[config.mk]
export PLATFORM = sky130hd
export DESIGN_NAME = dram_arbiter
export DESIGN_NICKNAME = d
export VERILOG_FILES = /design/src/rtl/dram_arbiter.sv
export SDC_FILE = /design/constraint.sdc
export NUM_CORES = 1
export LEC_CHECK = 0
export BUFFER_PORTS_ARGS = -buffer_cell sky130_fd_sc_hd__buf_2
export CORE_AREA = 2 2 95 97
export CTS_BUF_LIST = sky130_fd_sc_hd__clkbuf_2 sky130_fd_sc_hd__clkbuf_4 sky130_fd_sc_hd__clkbuf_8
export CTS_CLUSTER_SIZE = 8
export DETAILED_ROUTE_END_ITERATION = 7
export DIE_AREA = 0 0 97 99
export PLACE_DENSITY = 0.53
export SETUP_SLACK_MARGIN = 0.15
export SLEW_MARGIN = 20
export SYNTH_ARGS = -nofsm -noshare
export SYNTH_HDL_FRONTEND = slang
export SYNTH_SLANG_ARGS = --single-unit
[constraint.sdc]
create_clock -name cpu_clk -period 2 [get_ports cpu_clk]
set_input_delay 0 -clock cpu_clk [delete_from_list [all_inputs] [get_ports cpu_clk]]
set_output_delay 0 -clock cpu_clk [all_outputs]
set_load 0.005 [all_outputs]
[src/rtl/dram_arbiter.sv]
// Shares one single-port DRAM between a CPU port and a bursting DMA port, round-robin with bounded DMA bursts.
// Grant one cycle after a request from idle; acks are combinational from state; requesters hold until acked.
module dram_arbiter #(
  parameter int ADDR_W    = 14,
  parameter int DATA_W    = 32,
  parameter int MAX_BURST = 8
) (
  input  logic              cpu_clk,
  input  logic              cpu_rst_n,
  input  logic              cpu_req,
  input  logic              cpu_we,
  input  logic [ADDR_W-1:0] cpu_addr,
  input  logic [DATA_W-1:0] cpu_wdata,
  output logic              cpu_ack,
  output logic [DATA_W-1:0] cpu_rdata,
  input  logic              dma_req,
  input  logic              dma_we,
  input  logic [ADDR_W-1:0] dma_addr,
  input  logic [DATA_W-1:0] dma_wdata,
  input  logic              dma_last,
  output logic              dma_ack,
  output logic [DATA_W-1:0] dma_rdata,
  output logic [ADDR_W-1:0] mem_a,
  output logic              mem_we,
  output logic [DATA_W-1:0] mem_d,
  input  logic [DATA_W-1:0] mem_spo,
  output logic              dma_owner
);

  localparam int CNT_W = $clog2(MAX_BURST + 1);

  typedef enum logic [1:0] {S_IDLE, S_CPU, S_DMA} state_t;

  state_t             state_q, state_d;
  logic               rr_pref_q, rr_pref_d;
  logic [CNT_W-1:0]   beat_cnt_q, beat_cnt_d;
  logic [CNT_W-1:0]   beat_nxt;

  // rr_pref: 0 favours the CPU on contention, 1 favours the DMA.
  function automatic state_t arb(input logic c_req, input logic d_req, input logic pref);
    if (c_req && d_req) return pref ? S_DMA : S_CPU;
    if (c_req)          return S_CPU;
    if (d_req)          return S_DMA;
    return S_IDLE;
  endfunction

  always_ff @(posedge cpu_clk or negedge cpu_rst_n) begin
    if (!cpu_rst_n) begin
      state_q    <= S_IDLE;
      rr_pref_q  <= 1'b0;
      beat_cnt_q <= '0;
    end else begin
      state_q    <= state_d;
      rr_pref_q  <= rr_pref_d;
      beat_cnt_q <= beat_cnt_d;
    end
  end

  always_comb begin
    state_d    = state_q;
    rr_pref_d  = rr_pref_q;
    beat_cnt_d = beat_cnt_q;
    beat_nxt   = beat_cnt_q + 1'b1;
    case (state_q)
      S_IDLE: state_d = arb(cpu_req, dma_req, rr_pref_q);
      S_CPU: begin
        state_d   = arb(cpu_req, dma_req, 1'b1);
        rr_pref_d = 1'b1;
      end
      S_DMA: begin
        if (dma_req) begin
          beat_cnt_d = beat_nxt;
          if (dma_last) begin
            state_d    = cpu_req ? S_CPU : S_IDLE;
            rr_pref_d  = 1'b0;
            beat_cnt_d = '0;
          end else if (beat_nxt == CNT_W'(MAX_BURST)) begin
            // Burst budget spent: yield only if the CPU is actually waiting.
            beat_cnt_d = '0;
            if (cpu_req) begin
              state_d   = S_CPU;
              rr_pref_d = 1'b0;
            end
          end
        end else begin
          state_d    = cpu_req ? S_CPU : S_IDLE;
          rr_pref_d  = 1'b0;
          beat_cnt_d = '0;
        end
      end
      default: state_d = S_IDLE;
    endcase
    if (state_d == S_DMA && state_q != S_DMA) beat_cnt_d = '0;
  end

  always_comb begin
    mem_a   = cpu_addr;
    mem_d   = cpu_wdata;
    mem_we  = 1'b0;
    cpu_ack = 1'b0;
    dma_ack = 1'b0;
    case (state_q)
      S_CPU: begin
        mem_we  = cpu_we;
        cpu_ack = 1'b1;
      end
      S_DMA: begin
        mem_a   = dma_addr;
        mem_d   = dma_wdata;
        mem_we  = dma_we & dma_req;
        dma_ack = dma_req;
      end
      default: ;
    endcase
  end

  assign cpu_rdata = mem_spo;
  assign dma_rdata = mem_spo;
  assign dma_owner = (state_q == S_DMA);

endmodule
==> impl_metrics.json, run 1 <==
{
  "wl_met1_mm": 1.588,
  "worst-path-max-fanout": 5,
  "routed_via_density": 3.895,
  "portBuffers": 148,
  "detailroute.wirelength.met2_mm": 2.307,
  "depth_of_the_worst_register_to_register_path": 7,
  "post-synth-top-area-fraction": 0.3402,
  "finalNonFillerCells": 370,
  "diode_count": 0,
  "drt.antenna.violating_nets": 0,
  "final-hold-violation-count": 0,
  "netlist_area_mm2": 0.001523,
  "worstPathArrival_ns": 1.84,
  "critPathSlowestCell": "sky130_fd_sc_hd__dfrtp_1",
  "post_dp_hpwl_mm": 3.824,
  "reg2reg_slack_ns": 0.26,
  "rr_startpoint": "state_q[0]",
  "worst_hold_path.endpoint": "cpu_rdata[23]",
  "finish.net_count": 399,
  "io-pin-count": 245,
  "crit_path_max_incr_delay_ns": 0.39,
  "min_from": "mem_spo[23]",
  "ys_seq_area_frac": 0.1150,
  "crit_chain": "inv_2, ha_4, inv_2, or2_4, o32a_1, and3b_2, o22ai_1",
  "slew_violations": 0,
  "layout-area-overhead-vs-synth_pct": 31.31,
  "die_y_um": 99,
  "ys_seq_elements": 7,
  "final.setup.tns_ns": 0,
  "die_w_um": 97,
  "cts_tree": "built",
  "worst_pin_slew_ns": 0.3343,
  "cts.htree.levels": 1,
  "slew-limit-headroom": 0.7771,
  "grt_start_max_net_pins": 29,
  "finalWirelength_mm": 4.396,
  "hold_class": "in2out",
  "place_congestion": 0.7592,
  "antenna_found_initial": 0,
  "path_delay_family": "simple AND/OR/NAND/NOR gates",
  "met3RoutedLength_um": 427,
  "post_route_cells_drive_above_1_share": 0.8015,
  "worst_ir_drop_vdd_mv": 0.2580,
  "netlist-cell-type-count": 29,
  "dp.cells": 362,
  "synthDominantAreaCellType": "sky130_fd_sc_hd__mux2_2",
  "clock_path_buffers": 2,
  "synth_area_per_cell_um2": 8.751,
  "timing.critical_path.required_ns": 2.10,
  "cts.clk_slew.worst_paths_ns": 0.04,
  "detail_route.first_pass.iterations": 4,
  "globalRouteTotalUtil": 0.08070,
  "cellLeakagePower_nw": 1.042,
  "min_delay_path_depth": 0,
  "post_drt_wl_per_cell_um": 11.88,
  "cellPowerDensity_mw_per_mm2": 887.3,
  "syn-instance-count": 174,
  "regToRegEndpoint": "beat_cnt_q[0]",
  "first_pass_grt_wire_length_mm": 6.458,
  "dieArea_mm2": 0.009603,
  "critPathBufInv": 2,
  "number_of_global_route_vias_before_repair": 1390,
  "dr.max_layer_used": "met4",
  "worst_path_most_repeated_cell": "sky130_fd_sc_hd__inv_2",
  "dr.first_iter.drc_count": 13,
  "finalCriticalPeriod_ns": 1.738,
  "clock-skew-final_ns": 0.001282,
  "setup_repair_after_global_routing_missed_its_margin": "no",
  "max_freq_mhz": 575.4,
  "synthTopCellsByArea": "sky130_fd_sc_hd__mux2_2, sky130_fd_sc_hd__buf_4, sky130_fd_sc_hd__dfrtp_1",
  "layout_worst_path_cycle_share": 0.8689,
  "worstSetupEndpointType": "register",
  "cts_root_buf": "sky130_fd_sc_hd__clkbuf_8",
  "grt_overflow": 0,
  "clk-insertion-delay-late_ns": 0.23,
  "type_of_the_worst_setup_path": "reg2reg",
  "tritoncts_num_sinks": 7,
  "route.detailed.drc": 0,
  "routed-via-count": 1441,
  "layout_commonest_cell": "sky130_fd_sc_hd__buf_2",
  "initial_core_util": 0.1781,
  "layout.cells.most_common_list": "sky130_fd_sc_hd__buf_2, sky130_fd_sc_hd__mux2_2, sky130_fd_sc_hd__nand2_1, sky130_fd_sc_hd__dfrtp_1, sky130_fd_sc_hd__buf_4",
  "placement_rows": 34,
  "num-fill-cells": 954,
  "coreArea_mm2": 0.008551,
  "synth_nets": 310,
  "max_capacitance_violation_count": 0,
  "yosys_warnings": 0,
  "outcome": "completed",
  "timing.final.setup_violations": 0,
  "cts_buffers": 3,
  "critical_path.startpoint_type": "register"
}
[power breakdown]
group	internal [W]	switching, W
logic	0.000753	0.000571
registers	0.000188	0.0000475
clock network	0.000152	0.0000631
total	0.00109	0.000681
[routing by layer]
metal | GRT usage | up-vias
li1 | - | 706
met1 | 0.08971 | 629
met2 | 0.1490 | 94
met3 | 0.01560 | 12
met4 | 0.03575 | 0
met5 | 0 | -
[state kept, by name, indices dropped and copies added, names as in the netlist]
name,flops
state_q,2
beat_cnt_q,4
rr_pref_q,1
[layout make-up]
class | count | area [um^2] | area share
Sequential cell | 7 | 175.2 | 0.08761
Clock buffer | 4 | 48.80 | 0.02441
Multi-Input combinational cell | 91 | 829.5 | 0.4149
Tap cell | 108 | 135.1 | 0.06758
Inverter | 6 | 22.52 | 0.01126
Timing Repair Buffer | 154 | 788.3 | 0.3942
[synthesized netlist by cell type]
| library cell | instances |
|---|---|
| sky130_fd_sc_hd__nor2_1 | 3 |
| sky130_fd_sc_hd__o21ai_0 | 2 |
| sky130_fd_sc_hd__nand2_1 | 7 |
| sky130_fd_sc_hd__a31oi_1 | 1 |
| sky130_fd_sc_hd__nand3b_1 | 1 |
| sky130_fd_sc_hd__o32a_1 | 1 |
| sky130_fd_sc_hd__clkbuf_1 | 3 |
| sky130_fd_sc_hd__ha_1 | 5 |
| sky130_fd_sc_hd__nor2b_1 | 1 |
| sky130_fd_sc_hd__a21oi_1 | 4 |
| sky130_fd_sc_hd__o22ai_1 | 3 |
| sky130_fd_sc_hd__and3b_1 | 1 |
| sky130_fd_sc_hd__a22oi_1 | 1 |
| sky130_fd_sc_hd__dfrtp_1 | 7 |
| sky130_fd_sc_hd__a21bo_2 | 1 |
| sky130_fd_sc_hd__inv_2 | 1 |
| sky130_fd_sc_hd__buf_4 | 65 |
| sky130_fd_sc_hd__mux2_2 | 46 |
| sky130_fd_sc_hd__nand2b_1 | 4 |
| sky130_fd_sc_hd__and3_1 | 1 |
| sky130_fd_sc_hd__nand4b_1 | 1 |
| sky130_fd_sc_hd__and2_1 | 2 |
| sky130_fd_sc_hd__a21oi_2 | 1 |
| sky130_fd_sc_hd__buf_2 | 2 |
| sky130_fd_sc_hd__o21ai_1 | 1 |
| sky130_fd_sc_hd__or2_4 | 1 |
| sky130_fd_sc_hd__o31ai_1 | 1 |
| sky130_fd_sc_hd__nand3_1 | 2 |
| sky130_fd_sc_hd__inv_1 | 5 |
[how the worst max path moves through the flow]
stage / from / end / slack, ns / depth (start not counted)
4_1_cts: state_q[0] / beat_cnt_q[0] / 0.17 / 7
3_3_place_gp: state_q[0] / beat_cnt_q[0] / 0.17 / 7
3_5_place_dp: state_q[0] / beat_cnt_q[0] / 0.13 / 7
6_report: state_q[0] / beat_cnt_q[0] / 0.26 / 7
2_1_floorplan: state_q[0] / beat_cnt_q[0] / 0.16 / 8
5_1_grt: state_q[0] / beat_cnt_q[0] / 0.18 / 7
[metrics by stage]
stage          setup WS (ns)  cell area, um^2  hold WS, ns  utilization  total power (W)
2_1_floorplan         0.1566             1530      -0.2956            -         0.001143
3_3_place_gp          0.1659             1908      -0.1524       0.2231         0.001500
3_5_place_dp          0.1305             1908      -0.1488       0.2231         0.001500
4_1_cts               0.1671             1982   0.00005116       0.2318         0.001754
5_1_grt               0.1827             1999   0.00001127       0.2338         0.001926
6_report              0.2621             1999  0.000002060       0.2338         0.001774
[what timing repair did]
item / in CTS / in global routing
hold buffers: 1 / 0
endpoints found under the hold margin: 7 / 0
setup buffers: 2 / 1
pin swaps: 0 / 1
resized for setup: 0 / 2
endpoints found under the setup margin: 4 / 21
[worst register-to-register path, delay by kind of cell (launching register included)]
kind            cells  cell delay [ns]
simple gates        2             0.55
compound gates      2             0.39
fa+ha+maj           1             0.15
buf+inv             2             0.14
flops               1             0.39
[cells by family (layout without fill, tap and decap cells)]
logic type / count (synthesis) / after routing / synth area share
flip-flops: 7 / 7 / 0.1150
adder cells (fa/ha/maj): 5 / 5 / 0.04108
multiplexers: 46 / 46 / 0.3402
AO/OA/AOI/OAI: 16 / 16 / 0.06821
buffers and inverters: 76 / 164 / 0.3492
AND/OR/NAND/NOR: 24 / 24 / 0.08629
Power figures use the tool's default switching activity.
==> run 2: changes to the inputs <==
==> constraint.sdc (replaced) <==
create_clock -name cpu_clk -period 2 [get_ports cpu_clk]
set_input_delay 0 -clock cpu_clk [delete_from_list [all_inputs] [get_ports cpu_clk]]
set_output_delay 0 -clock cpu_clk [all_outputs]
set_load 0.05 [all_outputs]
==> run 2 against run 1 <==
Effect of this change:
- die area did not move
- fmax fell by 0.35%
- non-clock buffer count fell by 3
- via count did not move
- critical path depth fell by 2
- design area rose by 0.88%
- clock power fell by 3%
- wire length rose by 0.14%
- total power rose by 61%
- hold slack barely moved
- clock skew barely moved
==> impl_metrics.json, run 2 (synthesis gave the netlist of run 1 again) <==
{
  "outcome": "completed",
  "io-pin-count": 245,
  "finish.net_count": 396,
  "routed-via-count": 1441,
  "finalNonFillerCells": 367,
  "crit_path_max_incr_delay_ns": 0.39,
  "critPathSlowestCell": "sky130_fd_sc_hd__mux2_2",
  "crit_chain": "inv_2, ha_4, buf_16, mux2_2, buf_2",
  "layout_commonest_cell": "sky130_fd_sc_hd__buf_2",
  "first_pass_grt_wire_length_mm": 6.706,
  "cts.htree.levels": 1,
  "max_reg_flops": 4,
  "timing.critical_path.required_ns": 2.00,
  "cts_root_buf": "sky130_fd_sc_hd__clkbuf_8",
  "worstSetupEndpointType": "primary output",
  "antenna_found_initial": 0,
  "placement_rows": 34,
  "critPathBufInv": 3,
  "clock_path_buffers": 2,
  "detail_route.first_pass.iterations": 4,
  "reg_top3": "beat_cnt_q: 4 flops, state_q: 2 flops, rr_pref_q: 1 flops",
  "power_frac_seq": 0.084,
  "place_congestion": 0.7774,
  "layout-area-overhead-vs-synth_pct": 32.46,
  "route.detailed.drc": 0,
  "die_w_um": 97,
  "tritoncts_num_sinks": 7,
  "final.setup.tns_ns": 0,
  "slew-limit-headroom": 0.8170,
  "die_y_um": 99,
  "num-fill-cells": 958,
  "power.switching_w": 0.001726,
  "final-hold-violation-count": 0,
  "post_route_cells_drive_above_1_share": 0.8147,
  "cts.clk_slew.worst_paths_ns": 0.04,
  "cts_buffers": 3,
  "worst_pin_slew_ns": 0.2764,
  "worst_ir_drop_vdd_mv": 0.4645,
  "max_capacitance_violation_count": 0,
  "number_of_global_route_vias_before_repair": 1417,
  "largest_register": "beat_cnt_q",
  "cellPowerDensity_mw_per_mm2": 1413,
  "drt.antenna.violating_nets": 0,
  "multi_input_area_um2": 843.3,
  "grt_start_max_net_pins": 52,
  "clock-skew-final_ns": 0.001378,
  "slew_violations": 0,
  "cts_tree": "built",
  "switching_share": 0.6055,
  "globalRouteTotalUtil": 0.08430,
  "layout.cells.most_common_list": "sky130_fd_sc_hd__buf_2, sky130_fd_sc_hd__mux2_2, sky130_fd_sc_hd__nand2_1, sky130_fd_sc_hd__dfrtp_1",
  "dr.first_iter.drc_count": 14,
  "portBuffers": 148,
  "routed_via_density": 3.926,
  "clk-insertion-delay-late_ns": 0.22,
  "type_of_the_worst_setup_path": "reg2out",
  "post_drt_wl_per_cell_um": 11.99,
  "dp.cells": 361,
  "coreArea_mm2": 0.008551,
  "clock_power_share": 0.073,
  "finalWirelength_mm": 4.402,
  "finalCriticalPeriod_ns": 1.744,
  "cellLeakagePower_nw": 1.034,
  "seqCellArea_um2": 176.4,
  "layout_worst_path_cycle_share": 0.8720,
  "hold_class": "in2out",
  "dieArea_mm2": 0.009603,
  "critical_path.startpoint_type": "register",
  "max_freq_mhz": 573.4,
  "cell_internal_pwr_w": 0.001125,
  "diode_count": 0,
  "timing.final.setup_violations": 0,
  "path_delay_family": "buffers and inverters",
  "setup_repair_after_global_routing_missed_its_margin": "no",
  "pwr-share-comb": 0.843,
  "grt_overflow": 0,
  "worst-path-max-fanout": 51,
  "initial_core_util": 0.1781,
  "worstPathArrival_ns": 1.74,
  "post_dp_hpwl_mm": 3.790
}
## run 2: worst register-to-register path: cells and delay by family, from the launching register on
| family | cells | cell delay, ns |
|---|---|---|
| simple gates | 2 | 0.53 |
| flops | 1 | 0.38 |
| compound gates | 2 | 0.38 |
| fa+ha+maj | 1 | 0.17 |
| buf+inv | 2 | 0.13 |
## run 2: what timing repair did
item | CTS | global route
hold buffers | 1 | 0
endpoints found under the hold margin | 7 | 0
buffers inserted | 0 | 1
setup endpoints to repair | 0 | 28
gates resized for setup | 0 | 4
## run 2: layer usage
layer,global-route usage,part of all wire,vias up
met4,0.05850,0.058,0
met2,0.1416,0.48,93
li1,-,-,695
met5,0,0,-
met1,0.09367,0.35,625
met3,0.02128,0.11,28
## run 2: cell type report
type / instances / area share
multi-input combinational: 91 / 0.4181
timing repair buffer: 151 / 0.3908
sequential: 7 / 0.08747
tap: 108 / 0.06700
clock buffer: 4 / 0.02419
inverter: 6 / 0.01241
## run 2: power groups by stage
stage / clock (W) / combinational [W] / sequential [W]
4_1_cts: 0.000215 / 0.00238 / 0.000242
2_1_floorplan: 0 / 0.00225 / 0.000232
6_report: 0.000209 / 0.00240 / 0.000239
3_3_place_gp: 0 / 0.00237 / 0.000240
5_1_grt: 0.000223 / 0.00254 / 0.000249
3_5_place_dp: 0 / 0.00238 / 0.000244
## run 2: metrics by stage
step | utilization | power (W) | area (um^2) | hold slack, ns | setup slack [ns]
5_1_grt | 0.2359 | 0.003011 | 2017 | 0.0001033 | 0.1686
3_5_place_dp | 0.2262 | 0.002621 | 1934 | -0.1543 | 0.2564
4_1_cts | 0.2331 | 0.002842 | 1993 | 0.0004979 | 0.1542
2_1_floorplan | - | 0.002481 | 1551 | -0.2956 | 0.1457
3_3_place_gp | 0.2262 | 0.002610 | 1934 | -0.1562 | 0.2989
6_report | 0.2359 | 0.002850 | 2017 | 0.00002018 | 0.2561
## run 2: worst paths after layout
path,depth (start not counted),slack (ns),start,end
min in group asynchronous,2,0.14,cpu_rst_n,state_q[1]
max in group asynchronous,2,1.69,cpu_rst_n,beat_cnt_q[0]
hold / removal,0,0.00002,mem_spo[4],dma_rdata[4]
setup reg to reg,7,0.29,state_q[0],beat_cnt_q[2]
setup / recovery,5,0.26,state_q[0],mem_d[10]
hold reg to reg,2,0.51,rr_pref_q,rr_pref_q
